## src/rtl/reg_write_arbiter.sv

```systemverilog
// Round-robin write arbiter: three requesters share four external Load-enabled
// registers through a single reg_load/reg_d port, one write per grant.
module reg_write_arbiter #(
  parameter int WIDTH = 32
) (
  input  logic                 clk,
  input  logic                 clear,
  input  logic [2:0]           req,
  input  logic [5:0]           addr,
  input  logic [3*WIDTH-1:0]   data,
  output logic [2:0]           ack,
  output logic [3:0]           reg_load,
  output logic [WIDTH-1:0]     reg_d,
  output logic                 busy,
  output logic [1:0]           grant_id,
  output logic [15:0]          wr_cnt
);

  localparam logic [1:0] S_IDLE  = 2'd0;
  localparam logic [1:0] S_WRITE = 2'd1;
  localparam logic [1:0] S_ACK   = 2'd2;

  logic [1:0]       state;
  logic [1:0]       ptr;
  logic [1:0]       addr_q;
  logic [WIDTH-1:0] data_q;
  logic             found;
  logic [1:0]       winner;
  logic [2:0]       cand;

  // Search ptr, ptr+1, ptr+2 (mod 3); first asserted request wins.
  always_comb begin
    found  = 1'b0;
    winner = ptr;
    cand   = 3'd0;
    for (int k = 0; k < 3; k++) begin
      cand = {1'b0, ptr} + 3'(k);
      if (cand >= 3'd3) cand = cand - 3'd3;
      if (!found && req[cand[1:0]]) begin
        found  = 1'b1;
        winner = cand[1:0];
      end
    end
  end

  always_ff @(posedge clk or posedge clear) begin
    if (clear) begin
      state    <= S_IDLE;
      ptr      <= 2'd0;
      grant_id <= 2'd0;
      addr_q   <= 2'd0;
      data_q   <= '0;
      wr_cnt   <= 16'd0;
    end else begin
      case (state)
        S_IDLE: begin
          if (found) begin
            grant_id <= winner;
            addr_q   <= addr[winner*2 +: 2];
            data_q   <= data[winner*WIDTH +: WIDTH];
            state    <= S_WRITE;
          end
        end
        S_WRITE: begin
          wr_cnt <= wr_cnt + 16'd1;
          state  <= S_ACK;
        end
        S_ACK: begin
          ptr   <= (grant_id == 2'd2) ? 2'd0 : grant_id + 2'd1;
          state <= S_IDLE;
        end
        default: state <= S_IDLE;
      endcase
    end
  end

  // Strobes decode straight from state so an asynchronous clear kills them at once.
  always_comb begin
    reg_load = 4'b0000;
    ack      = 3'b000;
    if (state == S_WRITE) reg_load[addr_q] = 1'b1;
    if (state == S_ACK && grant_id != 2'd3) ack[grant_id] = 1'b1;
  end

  assign reg_d = data_q;
  assign busy  = (state != S_IDLE);

endmodule

```

## config.mk

```make
export PLATFORM = sky130hd
export DESIGN_NAME = reg_write_arbiter
export DESIGN_NICKNAME = d
export VERILOG_FILES = /design/src/rtl/reg_write_arbiter.sv
export SDC_FILE = /design/constraint.sdc
export NUM_CORES = 1
export LEC_CHECK = 0
export ABC_AREA = 1
export CORE_MARGIN = 2
export CORE_UTILIZATION = 43
export CTS_CLUSTER_DIAMETER = 120
export DETAILED_ROUTE_END_ITERATION = 8
export PLACE_DENSITY = 0.9
export SYNTH_ARGS = -nofsm -noshare
export SYNTH_HDL_FRONTEND = slang
export SYNTH_SLANG_ARGS = --single-unit
```

## constraint.sdc

```tcl
create_clock -name clk -period 2.45 [get_ports clk]
set_clock_uncertainty 0.05 [all_clocks]
set_input_delay 0.49 -clock clk [delete_from_list [all_inputs] [get_ports clk]]
set_output_delay 0.49 -clock clk [all_outputs]
set_load 0.03 [all_outputs]
```

==> results.md, run 1 <==
- Largest delay share family, worst path: simple AND/OR/NAND/NOR gates
- Setup CP Type: flip-flop to flip-flop
- Register bit total from synthesis: 56
- Skew-Pair Late Insertion Delay: 0.31 ns
- Routed wire per std cell: 14.8 um
- GRT Total Usage: 0.240
- Psw: 4.20 mW
- CTS tree: yes
- Root buffer cell: clkbuf_8
- Die X: 97.3 um
- Post-synthesis net count: 634
- Reg-to-Reg End: reg_d[6]
- Cell count after synthesis: 522
- DP Wirelength: 8870 um
- Initial DRC count: 161
- Clk sinks: 56
- Worst slew margin: 0.612
- Share of flip-flops with an asynchronous set or reset: 1.00
- Crit-path cells: inv_1, ha_1, inv_2, o21ai_0, o21ai_2, nand2_2, inv_2, nand2_2, nand2_2, buf_12, nand2_1, nand3_1, a21oi_1
- Status: finished, final reports clean
- Hold crit path type: flip-flop to flip-flop
- Required time worst endpoint: 2.60 ns
- Cell Area, Synth: 3740 sq um
- Initial Util: 0.436
- CP Capture Type: flip-flop
- CTS buffer count: 5
- Minimum clock period: 2.28 ns
- Top-count cell post-synth: nand2_1
- Final WL: 11700 um
- Hold path start: wr_cnt[15]
- Final Hold Viols: 0
- Final worst slack: 0.173 ns
- Worst path arrival time: 2.43 ns
- Pint: 4.00 mW
- Diode count: 0
- Die ar.: 9470 sq um
- Slowest CP cell: dfrtp_1
- Maximum clock insertion buffer count: 2
- Port buffer count: 164
- Synth area leaders: dfrtp_1 37%, nand2_1 13%, nand3_1 9.8%
- Clk pin slew, worst setup/hold paths: 0.10 ns
- Storage cell area: 1400 sq um
- Sequential share of power: 0.202
- Comb power frac: 0.734
- Critical Path Source Type: flip-flop
- Number of synthesized flops with an enable pin: 0
- # DRC: 0
- Top_reg_cell synth: dfrtp_1
- CTS H-tree lvls: 2
- DIE HEIGHT: 97.3 um
- Nets: 796
- CP peak stage delay: 0.39 ns
- Worst-case reg-to-reg path depth: 13
- VDD IR max: 0.736 mV
- Fmax: 0.439 GHz
- Multi-input gate area: 1950 sq um
- Seq/Total Area, Yosys: 0.374
- Clock share of power: 0.065
- Net Sw Frac: 0.512
- Routability Congestion: 0.898
- Vias/cell: 5.17
- Pwr per Cell Area: 1450 nW/um^2
- Pin count of the biggest net entering global routing: 36
- Post-route ant nets: 0
- Hold depth: 1
- Drt first pass iters: 5
- Initial antenna violation count: 0
- Io pins: 165
- Overall power: 8.20 mW
- Max Slew Vio Count: 0
- Max Cap Violations: 0
- Reg2reg setup slack: 0.17 ns
- Period Utilization, post-route: 0.930
- Netlist cell types: 28
- Final Cell Area: 5670 sq um
- Filler cell count: 726
- Overflow after GRT: 0
- Area share of the largest cell type after synthesis: 0.374
- Via count: 4101
- Row count: 34
- Core area: 8590 sq um
- Critical path buffers and inverters: 4
- Final setup viols: 0
- First-pass GRT wire length: 18600 um
- Synth area leader: dfrtp_1
- FF-to-FF Start: ptr[0]
- Critical Path Most Common Cell: nand2_2
- Layout cells sized above 1: 0.0759
- Leak pwr: 2.79 nW
- Commonest cells post-synth: 127 x nand2_1, 73 x nand3_1, 56 x dfrtp_1
- Hold endpoint: wr_cnt[15]
- Actual slew at the worst max-slew pin: 0.581 ns
- Dpl ws: -0.0260 ns
- Yosys warnings: 0
- Synthesized area per cell: 7.17 sq um
- Critical path peak fanout: 15
- Synth-to-layout area growth: 51.5%
- Vias in the first global route: 3967
- Cell Area, Placed: 5530 sq um
## final cells by class
class,instances,share of cell area
Multi-Input combinational cell,377,0.343
Timing Repair Buffer,182,0.329
Tap cell,108,0.0238
Inverter,62,0.0415
Sequential cell,56,0.247
Clock buffer,8,0.0159
## registers in the layout (all words and copies together) (netlist names)
| signal | cells |
|---|---|
| state | 2 |
| ptr | 2 |
| grant_id | 2 |
| reg_d | 32 |
| wr_cnt | 16 |
| addr_q | 2 |
## routing by layer
metal  global-route usage  vias to the layer above  share of wire
met5                    0                        -              0
met4                0.103                        0          0.029
met3               0.0525                       30          0.079
met2                0.421                      193           0.50
met1                0.284                     1899           0.39
li1                     -                     1979              -
## power groups by stage
stage | registers (mW) | logic [mW] | clock network [mW]
CTS | 1.65 | 5.84 | 0.539
finish | 1.65 | 6.02 | 0.532
global placement | 1.65 | 5.65 | 0
global route | 1.70 | 6.58 | 0.576
floorplan | 2.26 | 3.42 | 0
detailed placement | 1.66 | 5.86 | 0
## worst max-delay path by stage
stage | start | endpoint | slack [ns] | depth (start not counted)
2_1_floorplan | ptr[0] | reg_d[10] | 0.37 | 12
3_3_place_gp | req[2] | addr_q[1] | 0.07 | 13
3_5_place_dp | req[2] | reg_d[0] | -0.03 | 13
4_1_cts | state[0] | ack[2] | 0.01 | 6
5_1_grt | ptr[0] | reg_d[6] | -0.007 | 13
6_report | ptr[0] | reg_d[6] | 0.17 | 13
## cell usage in the layout (no fill, tap or decap), types with 4 or more instances in the layout
cell type,synthesis,final
a21oi_1,31,31
buf_12,0,7
buf_4,3,11
clkbuf_8,0,6
clkdlybuf4s50_1,0,157
dfrtp_1,56,56
dlygate4sd2_1,0,4
ha_1,5,4
inv_1,55,54
inv_2,7,7
nand2_1,127,126
nand2_2,9,10
nand3_1,73,73
nand3b_1,35,35
nor2_1,49,49
nor3_1,9,9
o21a_1,4,4
o21ai_0,6,6
xnor2_1,4,4
xor2_1,11,11
## repair_timing
action | CTS | global route
endpoints found under the setup margin | 4 | 25
cloned | 0 | 1
resized for setup | 4 | 8
hold buffers | 0 | 0
pin swaps | 0 | 3
buffers inserted | 0 | 3
## kinds of logic (layout without fill, tap and decap cells)
group                    count (synthesis)  after routing  synth area share
AO/OA/AOI/OAI                           46             46            0.0682
buffers and inverters                   90            252             0.113
AND/OR/NAND/NOR                        310            311             0.393
XOR/XNOR                                15             15            0.0351
adder cells (fa/ha/maj)                  5              5            0.0167
flip-flops                              56             56             0.374
## metrics by stage
stage,TNS [ns],hold slack [ns],instances,utilization
after floorplan,0,0.443,522,-
after global placement,0,0.409,781,0.644
after detailed placement,-0.0553,0.424,781,0.644
after CTS,0,0.441,789,0.654
after global routing,-0.00718,0.458,793,0.660
final,0,0.431,793,0.660
No activity file was read; power rests on OpenSTA's default activity.
==> run 2: changes to the inputs <==
CORE_UTILIZATION = 30   (was 43)
PLACE_DENSITY = 0.69   (was 0.9)
==> run 2 against run 1 <==
Effect of this change: cell area increased by 3.0%; sequential share of layout area decreased by 0.73 points; wire length increased by 5.6%; register-to-register slack about the same; first-iteration DRC count increased by 130%; count of clock-buffer cells in the layout decreased by 1; global-route usage decreased by 6.0 points; utilization decreased by 18 points; worst setup slack got worse by 0.041 ns; hold slack improved by 0.0071 ns; non-clock buffer count decreased by 4; critical path type is now flip-flop to primary output; critical endpoint is now ack[1].
==> results.md, run 2 (synthesis results as in run 1) <==
- Status: finished, final reports clean (unchanged)
- Fmax: 0.431 GHz (was 0.439 GHz)
- GRT Total Usage: 0.180 (was 0.240)
- Initial antenna violation count: 0 (unchanged)
- Worst slew margin: 0.686 (was 0.612)
- Root buffer cell: clkbuf_16 (was clkbuf_8)
- Nets: 792 (was 796)
- Setup crit start: state[0] (was ptr[0])
- DIE HEIGHT: 116 um (was 97.3 um)
- VDD IR max: 0.755 mV (was 0.736 mV)
- CP Capture Type: primary output (was flip-flop)
- Clk pin slew, worst setup/hold paths: 0.07 ns (was 0.10 ns)
- Pin count of the biggest net entering global routing: 41 (was 36)
- First-pass GRT wire length: 19200 um (was 18600 um)
- Layout cells sized above 1: 0.0720 (was 0.0759)
- Post-route ant nets: 0 (unchanged)
- Hold crit path type: flip-flop to flip-flop (unchanged)
- Max Cap Violations: 0 (unchanged)
- CTS buffer count: 5 (unchanged)
- FF-to-FF Start: ptr[0] (unchanged)
- Die ar.: 13400 sq um (was 9470 sq um)
- Final Hold Viols: 0 (unchanged)
- DP Wirelength: 8790 um (was 8870 um)
- Reg-to-Reg End: reg_d[19] (was reg_d[6])
- Pwr per Cell Area: 1450 nW/um^2 (about the same)
- Vias in the first global route: 3964 (was 3967)
- Slowest CP cell: clkdlybuf4s50_1 (was dfrtp_1)
- Worst setup path end: ack[1] (was reg_d[6])
- Fin Setup TNS: 0 ns (unchanged)
- Via count: 3976 (was 4101)
- Core Util, Final: 0.483 (was 0.660)
- Core area: 12100 sq um (was 8590 sq um)
- CP peak stage delay: 0.73 ns (was 0.39 ns)
- Final WL: 12400 um (was 11700 um)
- Flip-flop count of the largest register after layout: 32 (unchanged)
- Crit-path cells: inv_1, nand2_1, nor3_1, clkdlybuf4s50_1 (was inv_1, ha_1, inv_2, o21ai_0, o21ai_2, nand2_2, inv_2, nand2_2, nand2_2, buf_12, nand2_1, nand3_1, a21oi_1)
- Die X: 116 um (was 97.3 um)
- Diode count: 0 (unchanged)
- Vias/cell: 4.68 (was 5.17)
- Routed wire per std cell: 14.6 um (was 14.8 um)
- Row count: 40 (was 34)
- CTS tree: yes (unchanged)
- Port buffer count: 164 (unchanged)
- Commonest non-fill, non-tap cell in the layout: clkdlybuf4s50_1 (unchanged)
- Filler cell count: 1170 (was 726)
- Most frequent cells in the layout: 158 x clkdlybuf4s50_1, 127 x nand2_1, 73 x nand3_1, 56 x dfrtp_1, 54 x inv_1 (was 157 x clkdlybuf4s50_1, 126 x nand2_1, 73 x nand3_1, 56 x dfrtp_1, 54 x inv_1)
- Critical Path Source Type: flip-flop (unchanged)
- Synth-to-layout area growth: 56.1% (was 51.5%)
- Final setup viols: 0 (unchanged)
- Leak pwr: 2.86 nW (was 2.79 nW)
- Routability Congestion: 0.831 (was 0.898)
- Required time worst endpoint: 1.91 ns (was 2.60 ns)
- Worst path arrival time: 1.78 ns (was 2.43 ns)
- CTS H-tree lvls: 2 (unchanged)
- Worst-case reg-to-reg path depth: 12 (was 13)
- Max Slew Vio Count: 0 (unchanged)
- Reg2reg setup slack: 0.16 ns (was 0.17 ns)
- Setup CP Type: flip-flop to primary output (was flip-flop to flip-flop)
- Io pins: 165 (unchanged)
- Actual slew at the worst max-slew pin: 0.470 ns (was 0.581 ns)
- Initial Util: 0.309 (was 0.436)
- Skew-Pair Late Insertion Delay: 0.28 ns (was 0.31 ns)
- Clk sinks: 56 (unchanged)
- Period Utilization, post-route: 0.946 (was 0.930)
- Overflow after GRT: 0 (unchanged)
- Minimum clock period: 2.32 ns (was 2.28 ns)
- Drt first pass iters: 5 (unchanged)
- Maximum clock insertion buffer count: 2 (unchanged)
- Critical path peak fanout: 2 (was 15)
- # DRC: 0 (unchanged)
- Overall power: 8.47 mW (was 8.20 mW)
- Initial DRC count: 373 (was 161)
run 2: repair_timing:
item / in CTS / in global routing
hold buffers: 0 / 0
setup buffers: 0 / 1
endpoints found under the setup margin: 0 / 40
resized for setup: 0 / 13
run 2: layer usage:
metal  part of all wire  GRT usage  wire length, um
met1               0.44      0.232             5400
met2               0.46      0.309             5750
met3              0.094     0.0476             1160
met4             0.0073     0.0341               91
met5                  0          0                0
run 2: area by class of cell:
class / count / area, sq um / area share
multi-input combinational: 377 / 1940 / 0.333
sequential: 56 / 1400 / 0.240
clock inverter: 1 / 30.0 / 0.00514
tap: 168 / 210 / 0.0360
inverter: 62 / 235 / 0.0402
timing repair buffer: 178 / 1870 / 0.320
clock buffer: 7 / 153 / 0.0261
run 2: critical path, delay by kind of cell (launching register included):
kind / cells / cell delay, ns
flip-flops: 1 / 0.38
buffers and inverters: 2 / 0.84
AND/OR/NAND/NOR: 2 / 0.27
run 2: how the worst min path moves through the flow:
stage / from / endpoint / slack, ns / depth (start not counted)
after floorplan: state[1] / state[1] / 0.44 / 1
after global placement: wr_cnt[15] / wr_cnt[15] / 0.41 / 1
after detailed placement: wr_cnt[15] / wr_cnt[15] / 0.42 / 1
after CTS: wr_cnt[15] / wr_cnt[15] / 0.44 / 1
after global routing: wr_cnt[15] / wr_cnt[15] / 0.45 / 1
final: wr_cnt[15] / wr_cnt[15] / 0.44 / 1
run 2: where the power goes:
part / leakage (nW) / switching [mW] / internal (mW)
Combinational: 2.08 / 3.61 / 2.34
Clock: 0.0901 / 0.330 / 0.539
Sequential: 0.690 / 0.293 / 1.36
Total: 2.86 / 4.24 / 4.24
run 2: metrics by stage:
step                      setup slack, ns  std cells  hold slack (ns)  instance area [sq um]
final                               0.131        849            0.438                   5850
after floorplan                     0.366        522            0.443                   3740
after detailed placement          -0.0158        839            0.423                   5600
after CTS                          0.0168        847            0.441                   5790
after global routing            -0.000190        849            0.455                   5850
after global placement             0.0413        839            0.412                   5600
